==> src/rtl/proc_fetch_resp_unit_pkg.sv <==
// Shared types and constants for the fetch response unit; no logic, no latency.
// Count width helper sizes in-flight/occupancy counters for any FIFO depth.
package proc_fetch_resp_unit_pkg;

  localparam int P_NUM_ENTRIES_DEFAULT = 2;
  localparam logic [31:0] RESET_INST = 32'h00000000;

  typedef logic [$clog2(P_NUM_ENTRIES_DEFAULT+1)-1:0] cnt_t;

  function automatic int cnt_width(input int n);
    return $clog2(n + 1);
  endfunction

endpackage

==> src/rtl/proc_fetch_resp_fifo.sv <==
// Circular FIFO with enq/deq/flush and occupancy; head visible the cycle after enqueue.
// No internal backpressure: the producer must never enqueue into a full FIFO.
module proc_fetch_resp_fifo
  import proc_fetch_resp_unit_pkg::*;
#(
  parameter int p_num_entries = P_NUM_ENTRIES_DEFAULT,
  parameter int p_data_width  = 32
) (
  input  logic                                  clk,
  input  logic                                  rst,
  input  logic                                  enq,
  input  logic [p_data_width-1:0]               enq_data,
  input  logic                                  deq,
  input  logic                                  flush,
  output logic [p_data_width-1:0]               deq_data,
  output logic [cnt_width(p_num_entries)-1:0]   occ
);

  localparam int CW = cnt_width(p_num_entries);
  localparam int PW = (p_num_entries > 1) ? $clog2(p_num_entries) : 1;
  localparam logic [PW-1:0] LAST = PW'(p_num_entries - 1);
  localparam logic [CW-1:0] FULL = CW'(p_num_entries);

  logic [p_data_width-1:0] mem [p_num_entries];
  logic [PW-1:0]           wr_ptr;
  logic [PW-1:0]           rd_ptr;

  assign deq_data = mem[rd_ptr];

  always_ff @(posedge clk) begin
    if (enq && !flush) mem[wr_ptr] <= enq_data;
  end

  always_ff @(posedge clk or posedge rst) begin
    if (rst) begin
      wr_ptr <= '0;
      rd_ptr <= '0;
      occ    <= '0;
    end else if (flush) begin
      wr_ptr <= '0;
      rd_ptr <= '0;
      occ    <= '0;
    end else begin
      if (enq) wr_ptr <= (wr_ptr == LAST) ? '0 : wr_ptr + PW'(1);
      if (deq) rd_ptr <= (rd_ptr == LAST) ? '0 : rd_ptr + PW'(1);
      occ <= occ + CW'(enq) - CW'(deq);
    end
  end

  a_no_overflow: assert property (@(posedge clk) disable iff (rst)
    !(enq && !deq && !flush && occ == FULL));

endmodule

==> src/rtl/proc_fetch_resp_unit.sv <==
// Credit-based imem fetch issue, response buffering and redirect squash; inst one cycle after resp
// (same cycle with PROC_FETCH_RESP_BYPASS_EN). Fetch stalls when buffer+in-flight credits run out.
module proc_fetch_resp_unit
  import proc_fetch_resp_unit_pkg::*;
#(
  parameter int p_num_entries = P_NUM_ENTRIES_DEFAULT,
  parameter int p_data_width  = 32
) (
  input  logic                                 clk,
  input  logic                                 reset,
  input  logic                                 fetch_val,
  output logic                                 fetch_rdy,
  output logic                                 imem_req_val,
  input  logic                                 imem_req_rdy,
  input  logic                                 imem_resp_val,
  output logic                                 imem_resp_rdy,
  input  logic [p_data_width-1:0]              imem_resp_data,
  input  logic                                 drop,
  output logic                                 inst_val,
  input  logic                                 inst_rdy,
  output logic [p_data_width-1:0]              inst_data,
  output logic [cnt_width(p_num_entries)-1:0]  num_inflight
);

  localparam int CW = cnt_width(p_num_entries);
  localparam logic [CW:0] DEPTH = (CW+1)'(p_num_entries);

  logic [CW-1:0]           inflight;
  logic [CW-1:0]           drop_cnt;
  logic [CW-1:0]           occ;
  logic [p_data_width-1:0] fifo_head;
  logic                    credit_ok;
  logic                    req_fire;
  logic                    resp_fire;
  logic                    resp_keep;
  logic                    byp;
  logic                    fifo_enq;
  logic                    fifo_deq;

  assign credit_ok     = ({1'b0, occ} + {1'b0, inflight}) < DEPTH;
  assign fetch_rdy     = ~reset & credit_ok & imem_req_rdy;
  assign imem_req_val  = ~reset & credit_ok & fetch_val;
  assign req_fire      = imem_req_val & imem_req_rdy;
  assign imem_resp_rdy = ~reset;
  assign resp_fire     = imem_resp_val & imem_resp_rdy;
  // Responses of squashed fetches are discarded while drop_cnt drains.
  assign resp_keep     = resp_fire & ~drop & (drop_cnt == '0);

`ifdef PROC_FETCH_RESP_BYPASS_EN
  assign byp = resp_keep & (occ == '0);
`else
  assign byp = 1'b0;
`endif

  assign inst_val  = ((occ != '0) & ~drop) | byp;
  assign inst_data = reset ? p_data_width'(RESET_INST) : (byp ? imem_resp_data : fifo_head);
  assign fifo_enq  = resp_keep & ~(byp & inst_rdy);
  assign fifo_deq  = (occ != '0) & ~drop & inst_rdy;

  assign num_inflight = inflight;

  proc_fetch_resp_fifo #(
    .p_num_entries (p_num_entries),
    .p_data_width  (p_data_width)
  ) u_fifo (
    .clk      (clk),
    .rst      (reset),
    .enq      (fifo_enq),
    .enq_data (imem_resp_data),
    .deq      (fifo_deq),
    .flush    (drop),
    .deq_data (fifo_head),
    .occ      (occ)
  );

  always_ff @(posedge clk or posedge reset) begin
    if (reset) begin
      inflight <= '0;
      drop_cnt <= '0;
    end else begin
      inflight <= inflight + CW'(req_fire) - CW'(resp_fire);
      // A redirect reloads rather than accumulates; the redirect request itself is kept.
      if (drop)
        drop_cnt <= inflight - CW'(resp_fire);
      else if (resp_fire && drop_cnt != '0)
        drop_cnt <= drop_cnt - CW'(1);
    end
  end

endmodule

==> config.mk <==
export PLATFORM = sky130hd
export DESIGN_NAME = proc_fetch_resp_unit
export DESIGN_NICKNAME = d
export VERILOG_FILES = /design/src/rtl/proc_fetch_resp_unit_pkg.sv /design/src/rtl/proc_fetch_resp_fifo.sv /design/src/rtl/proc_fetch_resp_unit.sv
export SDC_FILE = /design/constraint.sdc
export NUM_CORES = 1
export LEC_CHECK = 0
export BUFFER_PORTS_ARGS = -buffer_cell sky130_fd_sc_hd__buf_2
export CORE_MARGIN = 8
export CORE_UTILIZATION = 25
export DETAILED_ROUTE_END_ITERATION = 7
export PLACE_DENSITY = 0.44
export RECOVER_POWER = 50
export SYNTH_ARGS = -nofsm -noshare
export SYNTH_HDL_FRONTEND = slang
export SYNTH_HIERARCHICAL = 1
export SYNTH_SLANG_ARGS = --single-unit
==> constraint.sdc <==
create_clock -name clk -period 4.3 [get_ports clk]
set_input_delay 0.645 -clock clk [delete_from_list [all_inputs] [get_ports clk]]
set_output_delay 0.645 -clock clk [all_outputs]
set_load 0.1 [all_outputs]
==> impl_metrics.tcl, run 1 <==
set metrics [dict create \
    rows 41 \
    crit_family "buffers and inverters" \
    fillers 1263 \
    first_pass_iters 4 \
    setup-tns-final_ns 0 \
    clock_latency_ns 0.33 \
    drc 0 \
    grt_pass1_vias 1838 \
    fin_skew_ns 0.00607 \
    syn_nets 231 \
    grt_max_degree 38 \
    vias_per_cell 3.80 \
    vias 1696 \
    whs_ns 0.502 \
    synth-seq-area-share 0.661 \
    place_inst 430 \
    clock_tree.buffer_depth 2 \
    hold_viol_final 0 \
    start_util 0.255 \
    crit_type "in -> out" \
    drive_gt1_frac 0.412 \
    status "finished, violations left" \
    grt_pass1_wl_um 9900 \
    hold_buffers 0 \
    crit_path_end_kind "output port" \
    cts-root-buf "clkbuf_16" \
    die-area_mm2 0.0167 \
    final_max_slew_viol_count 38 \
    synthesis.area_mm2 0.00321 \
    grtUsageMet3 0.0329 \
    die_height_um 129 \
    path_cells "clkbuf_1 > inv_1 > buf_2" \
    synth_cell_types 24 \
    use_met2 0.136 \
    violations "max-capacitance violations, max-slew violations" \
    max_stage_delay_ns 1.18 \
    fin_crit_sh 0.780 \
    htreeDepth 3 \
    fmax_mhz 298 \
    ys_ff_latch 72 \
    cts_sinks 72 \
    ios 77 \
    wl_per_cell_um 14.5 \
    yosys_warnings 6 \
    dp_hpwl_um 4460 \
    worstMarginPinSlew_ns 1.68 \
    grt_use_total 0.0825 \
    p_leak_uw 0.00161 \
    cap_violations 1 \
    slew-limit-headroom -0.117 \
    syn_area_per_cell_um2 17.4 \
    die_w_um 129 \
    cts_buffers 9 \
    ant_nets 0 \
    min_path_type "in -> reg" \
    postSynthCellCount 185 \
    postCtsResizedCells 0 \
    critical_path_buf_inv_count 3 \
    routed_wl_um 6480 \
    grt.overflow.total 0 \
    grt_busiest_layer "met2" \
    cts_setup_buffers 0 \
    critPathLaunchType "input port" \
    portBuffers 76 \
    antenna_found_initial 0 \
    syn2layout_area_growth_pct 26.8 \
    peakVddDrop_v 0.000228 \
    rsz0062_at_grt "no" \
    grtUsageMet1 0.0862 \
    coreArea_mm2 0.0126 \
    layout_commonest_cell "edfxtp_1" \
    drtIter0Drc 59 \
    antennaDiodeCount 0 \
    p_per_area_mw_per_mm2 508 \
    gp_congestion 0.665 \
    crit_arrival_ns 2.71 \
    critPathMaxFanout 37 \
    cpMaxStageDelayCell "clkbuf_1" \
    layoutNonFillerInstCount 446 \
    setup_viol 0 \
    cts_tree "yes" \
    critical_path_required_ns 3.65 \
    clk_pin_slew_ns 0.05 \
    nets 315 \
    fin_crit_ns 3.36 \
    final_cell_mix "edfxtp_1, buf_2, nor2b_1, mux2_4, clkbuf_1" \
]
report_power, final:
group | total (µW) | internal (µW) | switching (µW)
logic | 415 | 112 | 304
registers | 827 | 795 | 32.4
clock network | 826 | 561 | 266
total | 2070 | 1470 | 602
cells by family (layout without fill, tap and decap cells):
group / after synthesis / after routing / synth area share
multiplexers: 35 / 35 / 0.156
AND/OR/NAND/NOR: 49 / 49 / 0.0947
adder cells (fa/ha/maj): 7 / 7 / 0.0296
flip-flops: 72 / 72 / 0.661
buffers and inverters: 15 / 104 / 0.0355
XOR/XNOR: 7 / 7 / 0.0234
cell usage after synthesis, drive strengths merged:
cell    instances  share of area
mux2i           2         0.0062
buf             5          0.024
mux2           33           0.15
nand2           1         0.0012
clkbuf          2         0.0023
edfxtp         64           0.60
nor2            5         0.0058
nor3b           2         0.0062
and2            4         0.0078
ha              6          0.023
nor3            2         0.0031
dfrtp           8          0.062
inv             8         0.0094
xnor3           1         0.0070
xor2            1         0.0027
nor2b          30          0.058
and2b           4         0.0094
fa              1         0.0062
xnor2           5          0.014
and3b           1         0.0027
flip-flops by register name, summed over array words and instances (netlist names):
signal         count
u_fifo/occ         2
u_fifo/wr_ptr      1
num_inflight       2
u_fifo/rd_ptr      1
u_fifo/mem        64
drop_cnt           2
routing by layer:
metal	wire, µm	vias up	share of wire
li1	-	830	-
met1	2730	805	0.42
met2	3140	50	0.49
met3	434	11	0.067
met4	167	0	0.026
met5	0	-	0
area by class of cell:
type	instances	area [µm²]	share of cell area
Inverter	8	30.0	0.00738
Clock inverter	7	110	0.0271
Clock buffer	9	225	0.0553
Tap cell	172	215	0.0529
Sequential cell	72	2120	0.522
Timing Repair Buffer	80	387	0.0950
Multi-Input combinational cell	98	980	0.241
metrics by stage:
stage	instance area (µm²)	setup slack [ns]	total power [µW]	utilization
CTS	4100	1.24	2110	0.326
global placement	3760	1.61	1260	0.299
finish	4070	0.945	2070	0.324
global route	4070	0.572	2160	0.324
detailed placement	3760	1.57	1270	0.299
floorplan	3210	0.331	1190	-
path summary, 6_finish.rpt:
kind	from	to	slack [ns]	cells after the start
worst max register to register	num_inflight[0]	num_inflight[1]	1.96	10
min in group asynchronous	reset	u_fifo/occ[1]	0.97	2
worst min register to register	u_fifo/wr_ptr	u_fifo/wr_ptr	0.57	2
worst min-delay path	imem_resp_data[1]	u_fifo/mem[0][1]	0.50	1
max in group asynchronous	reset	drop_cnt[1]	3.02	2
worst max-delay path	reset	imem_resp_rdy	0.94	3
(Power assumes the default switching activity.)
==> inputs of run 2 (changes only) <==
clock period = 3.1 ns   (was 4.3 ns; I/O delays follow)
==> impl_metrics.tcl, run 2 (synthesis gave the netlist of run 1 again) <==
set metrics [dict create \
    drive_gt1_frac 0.435 \
    wl_per_cell_um 14.2 \
    peakVddDrop_v 0.000318 \
    largest_reg_flops 64 \
    whs_endpoint "u_fifo/mem[0][30]" \
    cap_violations 0 \
    clock_latency_ns 0.33 \
    syn2layout_area_growth_pct 26.9 \
    die_height_um 129 \
    coreArea_mm2 0.0126 \
    start_util 0.255 \
    min_path_type "in -> reg" \
    grt_pass1_vias 1931 \
    cts_tree "yes" \
    fin_crit_sh 0.838 \
    drtIter0Drc 40 \
    grt_use_total 0.0833 \
    fin_skew_ns 0.00337 \
    cts_sinks 72 \
    grt_max_degree 33 \
    r2r_slack_ns 0.81 \
    dp_hpwl_um 4330 \
    crit_arrival_ns 2.13 \
    rows 41 \
    worstMarginPinSlew_ns 1.20 \
    cts_setup_buffers 0 \
    p_leak_uw 0.00160 \
    cts_buffers 9 \
    postCtsResizedCells 0 \
    portBuffers 76 \
    nets 317 \
    first_pass_iters 4 \
    critical_path_required_ns 2.63 \
    rr_worst_depth 10 \
    drc 0 \
    setup-tns-final_ns 0 \
    final_cell_mix "edfxtp_1, buf_2, nor2b_1, mux2_4, clkbuf_1" \
    routed_wl_um 6380 \
    htreeDepth 3 \
    hold_buffers 0 \
    clock_tree.buffer_depth 2 \
    crit_type "reg -> out" \
    fin_util 0.324 \
    clk_pin_slew_ns 0.06 \
    r2r_end "num_inflight[1]" \
    critPathLaunchType "flip-flop" \
    fmax_mhz 385 \
    antenna_found_initial 0 \
    die-area_mm2 0.0167 \
    antennaDiodeCount 0 \
    slew-limit-headroom 0.201 \
    hold_viol_final 0 \
    final_max_slew_viol_count 0 \
    critPathMaxFanout 4 \
    cts-root-buf "clkbuf_16" \
    ant_nets 0 \
    holdCritStartpoint "imem_resp_data[30]" \
    r2r-start "num_inflight[0]" \
    grt.overflow.total 0 \
    status "finished clean" \
    fin_crit_ns 2.60 \
    ios 77 \
    die_w_um 129 \
    place_inst 432 \
    top_register "u_fifo/mem" \
    p_per_area_mw_per_mm2 672 \
    rsz0062_at_grt "no" \
    layout_commonest_cell "edfxtp_1" \
    crit_path_end_kind "output port" \
    layoutNonFillerInstCount 448 \
    min_path_cells 1 \
    setup_viol 0 \
    gp_congestion 0.630 \
    grt_pass1_wl_um 10100 \
    vias_per_cell 3.83 \
    vias 1715 \
]
## run 2: critical path, cell delays in order, from the launching register on
cell and delay [ns]:
dfrtp_2 0.42, and2_1 0.17, fa_1 0.42, nor3_1 0.20, and2_2 0.18, buf_2 0.42
## run 2: where the power goes
part           internal [µW]  switching, µW
combinational            156            431
sequential              1110           37.7
clock                    621            388
total                   1880            856
## run 2: area by class of cell
class,count,area [µm²]
clock buffer,9,225
clock inverter,7,70.1
fill,1273,8490
inverter,8,30.0
multi-input combinational,98,993
sequential,72,2130
tap,172,215
timing repair buffer,82,415
## run 2: how the worst max path moves through the flow
stage | from | endpoint | slack, ns | cells past startpoint
2_1_floorplan | num_inflight[0] | num_inflight[1] | 0.15 | 10
3_3_place_gp | reset | u_fifo/mem[1][14] | 0.80 | 6
3_5_place_dp | reset | u_fifo/mem[1][30] | 0.79 | 6
4_1_cts | num_inflight[0] | fetch_rdy | 0.48 | 5
5_1_grt | num_inflight[0] | fetch_rdy | 0.35 | 5
6_report | num_inflight[0] | fetch_rdy | 0.50 | 5
## run 2: layer usage
layer	part of all wire	global-route usage	routed length (µm)
met5	0	0	0
met4	0.012	0.0270	75
met3	0.076	0.0415	484
met2	0.47	0.131	3000
met1	0.44	0.0969	2820
## run 2: through the flow
stage          total power (µW)  instance area, µm²  hold slack [ns]  setup WS [ns]
2_1_floorplan              1650                3220            0.231          0.147
3_3_place_gp               1770                3810            0.527          0.805
3_5_place_dp               1770                3810            0.523          0.788
4_1_cts                    2800                4100            0.305          0.476
5_1_grt                    2870                4080            0.302          0.353
6_report                   2740                4080            0.324          0.501
==> inputs of run 3 (changes only) <==
clock period = 2.6 ns   (was 3.1 ns; I/O delays follow)
==> impl_metrics.tcl, run 3 (synthesis gave the netlist of run 1 again) <==
set metrics [dict create \
    syn2layout_area_growth_pct 27.7 \
    status "finished clean" \
    gp_congestion 0.663 \
    fin_skew_ns 0.00504 \
    coreArea_mm2 0.0126 \
    grt_max_degree 33 \
    ios 77 \
    worstMarginPinSlew_ns 1.19 \
    critPathLaunchType "flip-flop" \
    layoutNonFillerInstCount 448 \
    die_height_um 129 \
    critical_path_required_ns 2.21 \
    whs_ns 0.247 \
    die_w_um 129 \
    cts_sinks 72 \
    cpMaxStageDelayCell "dfrtp_4" \
    fin_crit_sh 0.948 \
    peakVddDrop_v 0.000389 \
    max_stage_delay_ns 0.48 \
    crit_type "reg -> out" \
    routed_wl_um 6450 \
    antennaDiodeCount 0 \
    start_util 0.255 \
    clock_tree.buffer_depth 2 \
    final_max_slew_viol_count 0 \
    rsz0062_at_grt "no" \
    final_cell_mix "edfxtp_1, buf_2, nor2b_1, mux2_4, clkbuf_1" \
    cts_buffers 9 \
    drc 0 \
    critPathMaxFanout 4 \
    setup_viol 0 \
    wl_per_cell_um 14.4 \
    grt_pass1_wl_um 10100 \
    antenna_found_initial 0 \
    min_path_type "in -> reg" \
    cts_setup_buffers 0 \
    largest_reg_flops 64 \
    cap_violations 0 \
    cts_tree "yes" \
    clk_pin_slew_ns 0.06 \
    dp_hpwl_um 4380 \
    place_area_mm2 0.00384 \
    grt_pass1_vias 1971 \
    crit_arrival_ns 2.07 \
    clock_latency_ns 0.33 \
    fmax_mhz 406 \
    p_per_area_mw_per_mm2 801 \
    cts-root-buf "clkbuf_16" \
    path_common_cell "and2_4" \
    fin_crit_ns 2.46 \
    setup-tns-final_ns 0 \
    path_cells "and2_4 > fa_1 > nor3_2 > and2_4 > buf_4" \
    grt_use_total 0.0822 \
    hold_viol_final 0 \
    r2r-start "num_inflight[0]" \
    p_leak_uw 0.00160 \
    critical_path_buf_inv_count 1 \
    place_inst 432 \
    vias 1742 \
    die-area_mm2 0.0167 \
    grt.overflow.total 0 \
    top_register "u_fifo/mem" \
    vias_per_cell 3.89 \
    holdCritStartpoint "imem_resp_data[17]" \
    first_pass_iters 3 \
    hold_buffers 0 \
    crit_family "simple AND/OR/NAND/NOR gates" \
    portBuffers 76 \
    crit_path_end_kind "output port" \
    layout_commonest_cell "edfxtp_1" \
    ant_nets 0 \
    nets 317 \
    design_area_mm2 0.00410 \
    htreeDepth 3 \
    rows 41 \
    crit_start "num_inflight[0]" \
    slew-limit-headroom 0.210 \
    drtIter0Drc 70 \
    drive_gt1_frac 0.438 \
]
run 3: cell count changes in the layout (fill, tap and decap cells not counted), sizes merged:
cell	change
clkinvlp	-1
buf	-6
clkbuf	+6
clkinv	+1
run 3: repair_timing:
action | in CTS | in global routing
endpoints found under the hold margin | 0 | 0
resized for setup | 2 | 0
endpoints found under the setup margin | 2 | 0
run 3: per-layer routing:
layer  share of wire  vias to the layer above  GRT usage
met2            0.51                       47      0.145
met4           0.022                        0     0.0477
met3           0.054                       11     0.0247
met1            0.41                      850     0.0850
li1                -                      834          -
met5               0                        -          0
run 3: layout make-up:
type,count,area [µm²]
fill,1250,8470
sequential,72,2130
multi-input combinational,98,1010
timing repair buffer,82,417
clock buffer,9,225
tap,172,215
clock inverter,7,71.3
inverter,8,30.0
run 3: report_power, final:
group / switching [µW] / leakage, µW / internal, µW
clock: 461 / 0.000139 / 742
sequential: 37.8 / 0.000674 / 1320
combinational: 526 / 0.000782 / 198
total: 1030 / 0.00160 / 2260
run 3: through the flow:
step / util / power (µW) / setup WS [ns]
5_1_grt: 0.326 / 3420 / 0.0383
2_1_floorplan: - / 1990 / -0.147
3_5_place_dp: 0.305 / 2120 / 0.267
4_1_cts: 0.329 / 3350 / 0.118
6_report: 0.326 / 3290 / 0.136
3_3_place_gp: 0.305 / 2120 / 0.288
run 3: path summary, 6_finish.rpt:
check	slack, ns	endpoint	cells after the start
max in group asynchronous	1.90	u_fifo/rd_ptr	3
min in group asynchronous	0.35	num_inflight[0]	2
worst min register to register	0.60	drop_cnt[0]	2
worst max register to register	0.26	num_inflight[1]	10
worst min-delay path	0.25	u_fifo/mem[0][17]	1
worst max-delay path	0.14	fetch_rdy	5
